<file path="config.mk">
export PLATFORM = sky130hd
export DESIGN_NAME = q_seq_ctrl
export DESIGN_NICKNAME = d
export VERILOG_FILES = /design/src/rtl/q_seq_ctrl.sv
export SDC_FILE = /design/constraint.sdc
export NUM_CORES = 1
export LEC_CHECK = 0
export BUFFER_PORTS_ARGS = -buffer_cell sky130_fd_sc_hd__buf_2
export CAP_MARGIN = 5
export CELL_PAD_IN_SITES_DETAIL_PLACEMENT = 1
export CELL_PAD_IN_SITES_GLOBAL_PLACEMENT = 1
export CORE_ASPECT_RATIO = 1.75
export CORE_MARGIN = 8
export CORE_UTILIZATION = 55
export CTS_CLUSTER_DIAMETER = 50
export DETAILED_ROUTE_END_ITERATION = 10
export GPL_TIMING_DRIVEN = 0
export PLACE_DENSITY = 0.8
export SYNTH_ARGS = -nofsm -noshare
export SYNTH_HDL_FRONTEND = slang
export SYNTH_SLANG_ARGS = --single-unit
</file>
<file path="constraint.sdc">
create_clock -name clk -period 3 [get_ports clk]
set_clock_uncertainty 0.1 [all_clocks]
set_input_delay 0.15 -clock clk [delete_from_list [all_inputs] [get_ports clk]]
set_output_delay 0.15 -clock clk [all_outputs]
set_load 0.1 [all_outputs]
</file>
<file path="src/rtl/q_seq_ctrl.sv">
// q_seq_ctrl: Q-table sequencer with valid/ready output, programmable dwell and loop playback.
// Define Q_SEQ_PASS_CNT_EN to add the saturating pass_cnt output.
module q_seq_ctrl #(
    parameter int Q_W     = 16,
    parameter int DEPTH   = 64,
    parameter int AW      = $clog2(DEPTH),
    parameter int DWELL_W = 16
) (
    input  logic               clk,
    input  logic               rst_n,
    input  logic               cfg_we,
    input  logic [AW-1:0]      cfg_addr,
    input  logic [Q_W-1:0]     cfg_wdata,
    input  logic [AW:0]        cfg_len,
    input  logic [DWELL_W-1:0] cfg_dwell,
    input  logic               cfg_loop,
    input  logic               start,
    input  logic               abort,
    output logic [Q_W-1:0]     q_data,
    output logic               q_valid,
    input  logic               q_ready,
    output logic               busy,
    output logic               done,
    output logic [AW-1:0]      idx
`ifdef Q_SEQ_PASS_CNT_EN
    ,
    output logic [15:0]        pass_cnt
`endif
);
    localparam logic [2:0] IDLE    = 3'd0;
    localparam logic [2:0] FETCH   = 3'd1;
    localparam logic [2:0] PRESENT = 3'd2;
    localparam logic [2:0] DWELL   = 3'd3;
    localparam logic [2:0] DONE    = 3'd4;
    logic [2:0]         state;
    logic [2:0]         adv_state;
    logic [AW:0]        len_r;
    logic [DWELL_W-1:0] dwell_r;
    logic [DWELL_W-1:0] cnt;
    logic               loop_r;
    logic               last;
    logic               adv;
    logic [AW-1:0]      adv_idx;
    logic [Q_W-1:0]     mem [DEPTH];
    // adv is the single "move past the current entry" event, shared with pass_cnt
    always_comb begin
        last      = {1'b0, idx} == len_r - (AW+1)'(1);
        adv       = !abort && ((state == PRESENT && q_ready && dwell_r == '0) ||
                               (state == DWELL && cnt == DWELL_W'(1)));
        adv_state = (last && !loop_r) ? DONE : FETCH;
        adv_idx   = last ? '0 : idx + AW'(1);
    end
    assign q_valid = state == PRESENT;
    assign busy    = state != IDLE;
    assign done    = state == DONE;
    always_ff @(posedge clk) begin
        if (cfg_we && state == IDLE)
            mem[cfg_addr] <= cfg_wdata;
    end
    always_ff @(posedge clk or negedge rst_n) begin
        if (!rst_n) begin
            state   <= IDLE;
            idx     <= '0;
            len_r   <= '0;
            dwell_r <= '0;
            cnt     <= '0;
            loop_r  <= 1'b0;
            q_data  <= '0;
        end else if (abort) begin
            state <= IDLE;
            idx   <= '0;
        end else if (adv) begin
            state <= adv_state;
            idx   <= adv_idx;
        end else begin
            case (state)
                IDLE: if (start) begin
                    len_r   <= (cfg_len > (AW+1)'(DEPTH)) ? (AW+1)'(DEPTH) : cfg_len;
                    dwell_r <= cfg_dwell;
                    loop_r  <= cfg_loop;
                    idx     <= '0;
                    state   <= (cfg_len == '0) ? DONE : FETCH;
                end
                FETCH: begin
                    q_data <= mem[idx];
                    state  <= PRESENT;
                end
                PRESENT: if (q_ready) begin
                    cnt   <= dwell_r;
                    state <= DWELL;
                end
                DWELL:   cnt <= cnt - DWELL_W'(1);
                DONE:    state <= IDLE;
                default: state <= IDLE;
            endcase
        end
    end
`ifdef Q_SEQ_PASS_CNT_EN
    always_ff @(posedge clk or negedge rst_n) begin
        if (!rst_n)
            pass_cnt <= '0;
        else if (state == IDLE && start && !abort)
            pass_cnt <= '0;
        else if (adv && last && pass_cnt != 16'hFFFF)
            pass_cnt <= pass_cnt + 16'd1;
    end
`endif
endmodule

</file>
### Word-level counts from Yosys, hierarchy flattened

Memories as Yosys holds them, arrays and structs flattened. A register that Yosys moved wholly into a read port is not among the register bits.
Index checks and enable logic that the tools add are counted.

| word-level totals | value |
|---|---|
| register bits | 49 |
| RAM bits | 1,024 |
| bits of input ports | 52 |
| output and inout bits | 25 |
| memories kept | 1 |

Memory list:

| memory | words | bits a word | read ports | clocked after memory_dff | wr ports | RTL line | RTL |
|---|---|---|---|---|---|---|---|
| mem | 64 | 16 | 1 | 1 | 1 | 44 | `logic [Q_W-1:0] mem [DEPTH];` |

| operators by class | value |
|---|---|
| add/sub/neg operators | 3 |
| magnitude comparators | 1 |
| equality and inequality tests | 10 |
| mux-type cells | 17 |
| bitwise logic cells | 2 |
| reduce and logical (&&, ||, !) cells | 22 |

Operator list:

| operator | number |
|---|---|
| case mux 16 bit (2 select lines) | 1 |
| 2-to-1 mux 6 bit | 5 |
| 2-to-1 mux 3 bit | 6 |
| == test 16 x 1 -> 1 bit (second input constant) | 1 |
| logical NOT 16 bit | 1 |
| 2-to-1 mux 16 bit | 1 |
| subtractor 16 x 1 -> 16 bit (second input constant) | 1 |
| case mux 3 bit (4 select lines) | 1 |
| nonzero test 3 bit | 3 |
| AND reduction 4 bit | 2 |
| == test 6 x 7 -> 1 bit | 1 |
| greater-than comparator 7 bit (second input constant) | 1 |
| logical NOT 7 bit | 1 |
| 2-to-1 mux 7 bit | 1 |
| subtractor 7 x 1 -> 7 bit (second input constant) | 1 |
| adder 6 x 1 -> 6 bit (second input constant) | 1 |
| == test 3 x 2 -> 1 bit (second input constant) | 2 |
| logical AND 1 bit | 6 |
| AND reduction 3 bit | 2 |
| != test 4 x 2 -> 1 bit (second input constant) | 1 |
| != test 4 bit (second input constant) | 1 |
| == test 3 x 1 -> 1 bit (second input constant) | 1 |
| == test 3 bit (second input constant) | 1 |
| logical NOT 1 bit | 3 |
| other kinds (8) | 10 |

### Longest topological paths before layout

Gate-level depths: netlist of the first run.

| depth | value |
|---|---|
| word-level depth | 7 |
| mapped depth | 9 |
| mapped depth without buffers | 8 |

### Worst setup path after synthesis of the first run

Ideal clock, no wire load.

| path | value |
|---|---|
| path kind | register -> register |
| start | register idx[0] |
| end | register q_data[2] (read register of mem) |
| arrival | 2,769 ps |
| data required time | 2,758 ps |
| setup slack | -12 ps |
| cell stages (with the launch flop) | 7 |
| clock period less this slack | 3,012 ps |
| path through | dfrtp_1 > buf_2 > buf_1 > mux4_2 > a22oi_1 > and4_1 > o221ai_1 |

RTL lines:

| item | RTL line | RTL |
|---|---|---|
| start: declaration | 24 | `output logic [AW-1:0] idx` |
| start signal: assignment | 74 | `idx <= adv_idx;` |
| end: declaration | 19 | `output logic [Q_W-1:0] q_data,` |

### Worst setup path in the final report of the first run

| path | value |
|---|---|
| start | register state[1] |
| end | memory mem[53][0] (enable) |

| on the way | value |
|---|---|
| cells in the longest elaborated chain, start to end | 4 |

RTL lines:

| item | RTL line | RTL |
|---|---|---|
| start: declaration | 35 | `logic [2:0] state;` |
| start signal: assignment | 73 | `state <= adv_state;` |
| start signal: assignment | 82 | `state <= (cfg_len == '0) ? DONE : FETCH;` |
| logical NOT 3 bit | 57 | `if (cfg_we && state == IDLE)` |
| logical AND 1 bit | 57 |  |
| 2-to-1 mux 1 bit | 57 |  |
| 2-to-1 mux 1 bit (implied by the code) | 58 | `mem[cfg_addr] <= cfg_wdata;` |
| end: declaration | 44 |  |

Every way passes these cells.

==> results.tsv, run 1 <==
stage	metric	value	unit
setup_path	r2r setup slk	-0.01	ns
yosys	syn nets	2284	
pwr	Power Density	641.3	mW/mm^2
clock_network	Num CTS Buffers	96	
run_status	status	finished with violations	
setup_path	Worst path slowest cell	nor2_2	
cells_and_area	Finished Layout Cells	3632	
setup_path	crit path kind	flip-flop to flip-flop	
setup_path	crit path capture	mem[53][0]	
route	DR iter-0 viols	2657	
yosys	Post-Synthesis Cells	2228	
yosys	post-synth cell types	60	
floorplanning	Row Count	135	
cells_and_area	Layout area overhead	16.72	%
route	wire length per cell	37.73	microns
global_routing	total global routing overflow	0	
floorplanning	# IOs	77	
clock_network	H-Tree Depth	3	
yosys	most frequent cells after synthesis	edfxtp_1 (1024), mux2i_1 (233), a22oi_1 (173)	
cells_and_area	share of cells above drive strength 1	26.45	%
global_routing	number of global-route vias before repair	25730	
sta	Tmin final	3.012	ns
clock_network	clk_lat worst skew	0.68	ns
route	1st-pass router iterations	5	
setup_path	Buf+Inv Stages, Crit Path	2	
route	vias per cell	6.779	
pwr	Lkg Pwr	15.28	nW
yosys	top_reg_cell synth	edfxtp_1	
hold_path	Hold Path Class	primary input to flip-flop	
place	PortBufs	72	
floorplanning	DIE AREA	0.08685	sq mm
setup_path	worst reg2reg path startpoint	state[1]	
global_routing	total track usage	31.62	%
setup_path	RR Endpoint	mem[53][0]	
setup_path	worst setup path start	state[1]	
floorplanning	Die Wd	226.2	microns
sta	Max Fclk	332.0	MHz
sta	RSZ-0062 raised after global routing	true	
setup_path	worst reg2reg path depth	6	
sta	Worst-Margin Slew	1.377	ns
setup_path	required time of the worst setup path	3.28	ns
global_routing	largest net degree at the start of global routing	66	
route	Final ANT Viol Nets	0	
clock_network	CTS tree	done	
setup_path	Critical Path Sink Type	flip-flop	
yosys	Cell Area, Synth	0.04254	sq mm
yosys	Yosys top cell area share	72.29	%
setup_path	CP max FO	14	
sta	final setup vio count	18	
clock_network	Clock Tree Root	clkbuf_16	
setup_path	critical path cell sequence	buf_2, nor3_4, and3_1, nand2_1, nor2_2, buf_16	
yosys	Seq/Total Area, Yosys	76.11	%
floorplanning	initial core utilization	55.23	%
cells_and_area	FF+latch area	0.03238	sq mm
route	Vias	24620	
route	final wirelength	137000	microns
yosys	Mean Syn Cell Area	19.09	sq um
global_routing	first-pass GRT wire length	191900	microns
setup_path	slowest cell delay on critical path	0.52	ns
place	global placer's final weighted congestion	0.9692	
floorplanning	Die Y	383.9	microns
place	DP Worst Slack	-1.184	ns
setup_path	delay-heaviest family, CP	simple AND/OR/NAND/NOR gates	
place	Inst Count DP	3388	
cells_and_area	fin nets	2565	
yosys	Syn. warnings	0	
flow_run	Max Cap Viol	0	
clock_network	Clock transition at path regs	0.07	ns
clock_network	Longest Clk Path Bufs	3	
yosys	EDFF count, synth	1024	
yosys	count leader, synth	edfxtp_1	
run_status	failing checks	hold timing, setup timing	
cells_and_area	fill count	6466	
sta	Slew Limit Fails	0	
clock_network	clock net sink count	1089	
sta	hold slack	-0.01429	ns
pwr	Worst VDD drop	0.5374	mV
place	Final HPWL DP	89190	microns
yosys	asr flop ratio synth	5.969	%
route	DRC Markers	0	
yosys	Synth Register Bits	1089	
sta	Final Hold Fails	11	
setup_path	startpoint class of the critical path	flip-flop	
cells_and_area	footprint of the multi-input gates	0.01013	sq mm
global_routing	initial antenna violation count	26	
setup_path	Arr. time, crit path	3.29	ns
yosys	leading post-synthesis cells by cell area	edfxtp_1 (72%), mux4_2 (7.6%), mux2i_1 (5.5%), dfrtp_1 (3.8%), a22oi_1 (3.1%)	
setup_path	WP depth	6	
sta	Max transition margin	8.208	%
sta	Setup TNS	-0.09216	ns
floorplanning	core area	0.07702	sq mm
sta	final period utilization	100.4	%
yosys	leading area contributor after synthesis	edfxtp_1	
sta	final worst slack	-0.01165	ns
## cell usage in the layout (no fill, tap or decap), types with 21 or more instances in the layout
| master | count |
|---|---|
| edfxtp_1 | 1024 |
| a22oi_1 | 136 |
| dlygate4sd3_1 | 36 |
| clkinv_1 | 21 |
| mux4_2 | 144 |
| dfrtp_1 | 61 |
| a22oi_2 | 37 |
| clkbuf_1 | 49 |
| o21ai_0 | 26 |
| clkbuf_2 | 34 |
| buf_4 | 40 |
| nand3_1 | 56 |
| and4_1 | 27 |
| nand2_1 | 45 |
| buf_2 | 85 |
| mux2i_1 | 233 |
| nor2_2 | 53 |
| clkbuf_16 | 98 |
| buf_8 | 55 |
| nor2_1 | 25 |
## stage by stage
step                      util (%)  area [sq um]  power (W)
after floorplan                  -         42540    0.01878
after global placement       57.37         44180    0.01953
after detailed placement     58.91         45380    0.01967
after CTS                    63.96         49260    0.03182
after global routing         64.41         49610    0.03249
final                        64.46         49650    0.03184
## logic make-up (layout without fill, tap and decap cells)
group	count (synthesis)	after routing	share of synthesized area (%)
flops	1089	1089	76.11
mux	395	395	13.58
simple gates	317	317	3.927
compound gates	270	270	4.659
buf+inv	142	500	1.377
xor+xnor	11	11	0.2265
fa+ha+maj	4	4	0.1177
other cells	0	19	0
## layer usage
metal  GRT usage, %  vias to the layer above  part of all wire, %
li1               -                     9714                    -
met1          33.98                    12820                   32
met2          53.43                     1599                   51
met3          7.136                      485                  8.1
met4          24.68                        2                  8.6
met5        0.05754                        -                0.010
## flip-flops by register name, summed over array words and instances, names as in the netlist
name	count
q_data	16
len_r	7
dwell_r	16
mem	1024
state	3
loop_r	1
cnt	16
idx	6
## worst reg2reg max path: stages (launching register included)
cell and delay [ns]:
dfrtp_1 0.37, buf_2 0.19, nor3_4 0.50, and3_1 0.38
nand2_1 0.42, nor2_2 0.52, buf_16 0.22
## repair_timing
| item | in CTS | in global routing |
|---|---|---|
| hold buffers | 29 | 7 |
| gates resized for setup | 162 | 32 |
| cloned | 0 | 0 |
| setup buffers | 5 | 7 |
| hold endpoints to repair | 96 | 113 |
| endpoints found under the setup margin | 1067 | 242 |
| pin swaps | 6 | 4 |
## cell type report
cell class | count | share of cell area (%)
buffer | 126 | 1.434
sequential | 1089 | 65.22
antenna | 19 | 0.09576
tap | 1027 | 2.588
clock buffer | 120 | 5.166
clock inverter | 55 | 0.9753
multi-input combinational | 997 | 20.40
timing repair buffer | 186 | 4.022
inverter | 13 | 0.09828
## worst min-delay path by stage
| stage | startpoint | to | slack (ns) | cells after the start |
|---|---|---|---|---|
| 4_1_cts | rst_n | len_r[4] | 0.04 | 2 |
| 2_1_floorplan | rst_n | cnt[0] | -0.25 | 0 |
| 3_5_place_dp | rst_n | len_r[4] | 0.23 | 1 |
| 6_report | cfg_wdata[2] | mem[7][2] | -0.01 | 1 |
| 5_1_grt | cfg_wdata[2] | mem[22][2] | -0.003 | 1 |
| 3_3_place_gp | cfg_dwell[4] | dwell_r[4] | 0.28 | 2 |
## report_power, final
| group | internal [W] | total, W | switching [W] |
|---|---|---|---|
| Clock | 0.00670 | 0.0124 | 0.00566 |
| Combinational | 0.000522 | 0.00207 | 0.00155 |
| Sequential | 0.0170 | 0.0174 | 0.000465 |
| Total | 0.0242 | 0.0318 | 0.00767 |
Power figures use the tool's default switching activity.
==> run 2: changes to the inputs <==
--- a/config.mk
+++ b/config.mk
@@ -16,6 +16,7 @@
 export DETAILED_ROUTE_END_ITERATION = 10
 export GPL_TIMING_DRIVEN = 0
 export PLACE_DENSITY = 0.8
+export SETUP_SLACK_MARGIN = 0.2
 export SYNTH_ARGS = -nofsm -noshare
 export SYNTH_HDL_FRONTEND = slang
 export SYNTH_SLANG_ARGS = --single-unit
==> run 2 against run 1 <==
Against the previous run:
- the run ends with hold timing left
- routed wire length increased by 1.7%
- utilization rose by 0.55 points
- clock power increased by 4%
- global-route usage up 0.17 points
- critical path depth up 2
- critical endpoint is now q_data[5]
- largest cell class unchanged
==> results.tsv, run 2 (synthesis gave the netlist of run 1 again) <==
stage	metric	value	unit	change
floorplanning	DIE AREA	0.08685	sq mm	unchanged
sta	hold slack	-0.01639	ns	was -0.01429 ns
setup_path	Crit path top cell by count	clkbuf_4		
global_routing	initial antenna violation count	25		was 26
route	1st-pass router iterations	8		was 5
place	global placer's final weighted congestion	0.9633		was 0.9692
clock_network	clk_lat worst skew	0.70	ns	was 0.68 ns
cells_and_area	Largest register FFs	1024		unchanged
route	vias per cell	6.823		was 6.779
place	Final HPWL DP	89830	microns	was 89190 microns
clock_network	H-Tree Depth	3		unchanged
route	DR iter-0 viols	2604		was 2657
sta	Worst-Margin Slew	1.409	ns	was 1.377 ns
floorplanning	initial core utilization	55.23	%	unchanged
cells_and_area	fin area	0.05007	sq mm	was 0.04965 sq mm
clock_network	Clock Tree Root	clkbuf_16		unchanged
sta	RSZ-0062 raised after global routing	true		unchanged
clock_network	CTS tree	done		unchanged
cells_and_area	Reg with most FFs	mem		unchanged
pwr	Seq pwr share	53.7	%	was 54.7%
place	Cell Area, Placed	0.04539	sq mm	was 0.04538 sq mm
global_routing	first-pass GRT wire length	192400	microns	was 191900 microns
floorplanning	Die Y	383.9	microns	unchanged
pwr	clock share of power	39.7	%	was 38.8%
cells_and_area	commonest non-fill, non-tap cell in the layout	edfxtp_1		unchanged
global_routing	total track usage	31.79	%	was 31.62%
global_routing	largest net degree at the start of global routing	66		unchanged
sta	Max Fclk	342.9	MHz	was 332.0 MHz
floorplanning	# IOs	77		unchanged
route	final wirelength	139400	microns	was 137000 microns
floorplanning	Die Wd	226.2	microns	unchanged
clock_network	Longest Clk Path Bufs	3		unchanged
setup_path	crit path kind	flip-flop to flip-flop		unchanged
route	Final ANT Viol Nets	0		unchanged
pwr	Switching Fraction	24.12	%	was 24.10%
setup_path	startpoint class of the critical path	flip-flop		unchanged
setup_path	CP max FO	10		was 14
setup_path	slowest cell delay on critical path	0.41	ns	was 0.52 ns
run_status	status	finished with violations		unchanged
route	wire length per cell	38.25	microns	was 37.73 microns
pwr	cell-internal power	0.02456	W	was 0.02417 W
hold_path	Hold Path Class	primary input to flip-flop		unchanged
sta	final period utilization	97.22	%	was 100.4%
route	DRC Markers	0		unchanged
clock_network	clock net sink count	1089		unchanged
floorplanning	core area	0.07702	sq mm	unchanged
pwr	Comb pwr share	6.5	%	about the same
cells_and_area	Layout area overhead	17.71	%	was 16.72%
cells_and_area	share of cells above drive strength 1	27.91	%	was 26.45%
setup_path	critical path cell sequence	buf_4, clkbuf_4, buf_8, clkbuf_4, mux4_2, a22oi_2, and4_1, o221ai_1		was buf_2, nor3_4, and3_1, nand2_1, nor2_2, buf_16
setup_path	Worst path slowest cell	a22oi_2		was nor2_2
sta	Slew Limit Fails	0		unchanged
pwr	Worst VDD drop	0.6295	mV	was 0.5374 mV
floorplanning	Row Count	135		unchanged
sta	Tmin final	2.917	ns	was 3.012 ns
place	PortBufs	72		unchanged
cells_and_area	fin nets	2573		was 2565
setup_path	Critical Path Sink Type	flip-flop		unchanged
global_routing	total global routing overflow	0		unchanged
sta	Final Hold Fails	24		was 11
sta	final setup vio count	0		was 18
global_routing	number of global-route vias before repair	25740		was 25730
cells_and_area	most frequent cells in the layout	edfxtp_1 (1024), mux2i_1 (233), mux4_2 (144)		unchanged
sta	Setup TNS	0	ns	was -0.09216 ns
setup_path	Arr. time, crit path	3.33	ns	was 3.29 ns
clock_network	Clock transition at path regs	0.07	ns	about the same
pwr	Lkg Pwr	15.47	nW	was 15.28 nW
pwr	switching pwr	0.007809	W	was 0.007672 W
pwr	overall power	0.03237	W	was 0.03184 W
pwr	Power Density	646.6	mW/mm^2	was 641.3 mW/mm^2
route	Vias	24860		was 24620
clock_network	Num CTS Buffers	95		was 96
flow_run	Max Cap Viol	0		unchanged
run_status	failing checks	hold timing		was hold timing, setup timing
sta	Max transition margin	6.041	%	was 8.208%
setup_path	required time of the worst setup path	3.42	ns	was 3.28 ns
[run 2: cell count changes in the layout (fill, tap and decap cells not counted), sizes merged]
cell / change
inv: +4
bufinv: +5
dlygate4sd3: -1
diode: +4
buf: +11
clkinvlp: +2
clkbuf: -5
clkinv: -8
[run 2: final timing paths]
| check | start | end | slack, ns | cells after the start |
|---|---|---|---|---|
| worst max-delay path | idx[1] | q_data[5] | 0.08 | 8 |
| worst min-delay path | cfg_wdata[6] | mem[62][6] | -0.02 | 1 |
| worst max register to register | idx[1] | q_data[5] | 0.08 | 8 |
| worst min register to register | loop_r | loop_r | 0.43 | 1 |
| max in group asynchronous | rst_n | idx[4] | 2.05 | 2 |
| min in group asynchronous | rst_n | state[0] | 0.10 | 2 |
[run 2: critical path: cells and delay by family, from the launching register on]
kind	cells	cell delay, ns
AOI/OAI and AO/OA	2	0.57
buffers and inverters	4	0.96
DFF	1	0.38
muxes	1	0.34
and+or+nand+nor	1	0.36
[run 2: stage by stage]
stage | setup WS, ns | util [%] | cells
global route | 0.1011 | 64.94 | 3625
finish | 0.08327 | 65.01 | 3644
CTS | 0.1568 | 64.46 | 3606
floorplan | 0.2676 | - | 2228
global placement | -1.361 | 57.37 | 3327
detailed placement | -1.195 | 58.92 | 3389
[run 2: final cells by class]
cell class              instances  area, sq um
flip-flops and latches       1089        32380
clock buffers                 116         2517
inverters                      13        48.80
multi-input cells             997        10210
plain buffers                 129        817.0
fillers                      6469        26950
well taps                    1027         1285
diodes                         23        57.56
clock inverters                58        686.9
repair buffers                192         2064
[run 2: routing by layer]
metal	part of all wire (%)	up-vias	global-route usage (%)
met1	31	12830	34.04
met2	50	1765	54.12
met5	0.0079	-	0
met4	9.5	2	25.37
met3	8.6	523	6.479
li1	-	9738	-
[run 2: power groups by stage]
stage | Clock (W) | Sequential [W] | Combinational (W)
final | 0.0129 | 0.0174 | 0.00211
after detailed placement | 0 | 0.0177 | 0.00198
after CTS | 0.0129 | 0.0174 | 0.00206
after global routing | 0.0133 | 0.0174 | 0.00221
after global placement | 0 | 0.0177 | 0.00186
after floorplan | 0 | 0.0181 | 0.000670
[run 2: repair_timing]
action,CTS,global route
setup endpoints to repair,1074,97
hold buffers,30,5
gates resized for setup,190,74
hold endpoints to repair,118,45
buffers inserted,13,8
pin swaps,16,11
cloned,0,1
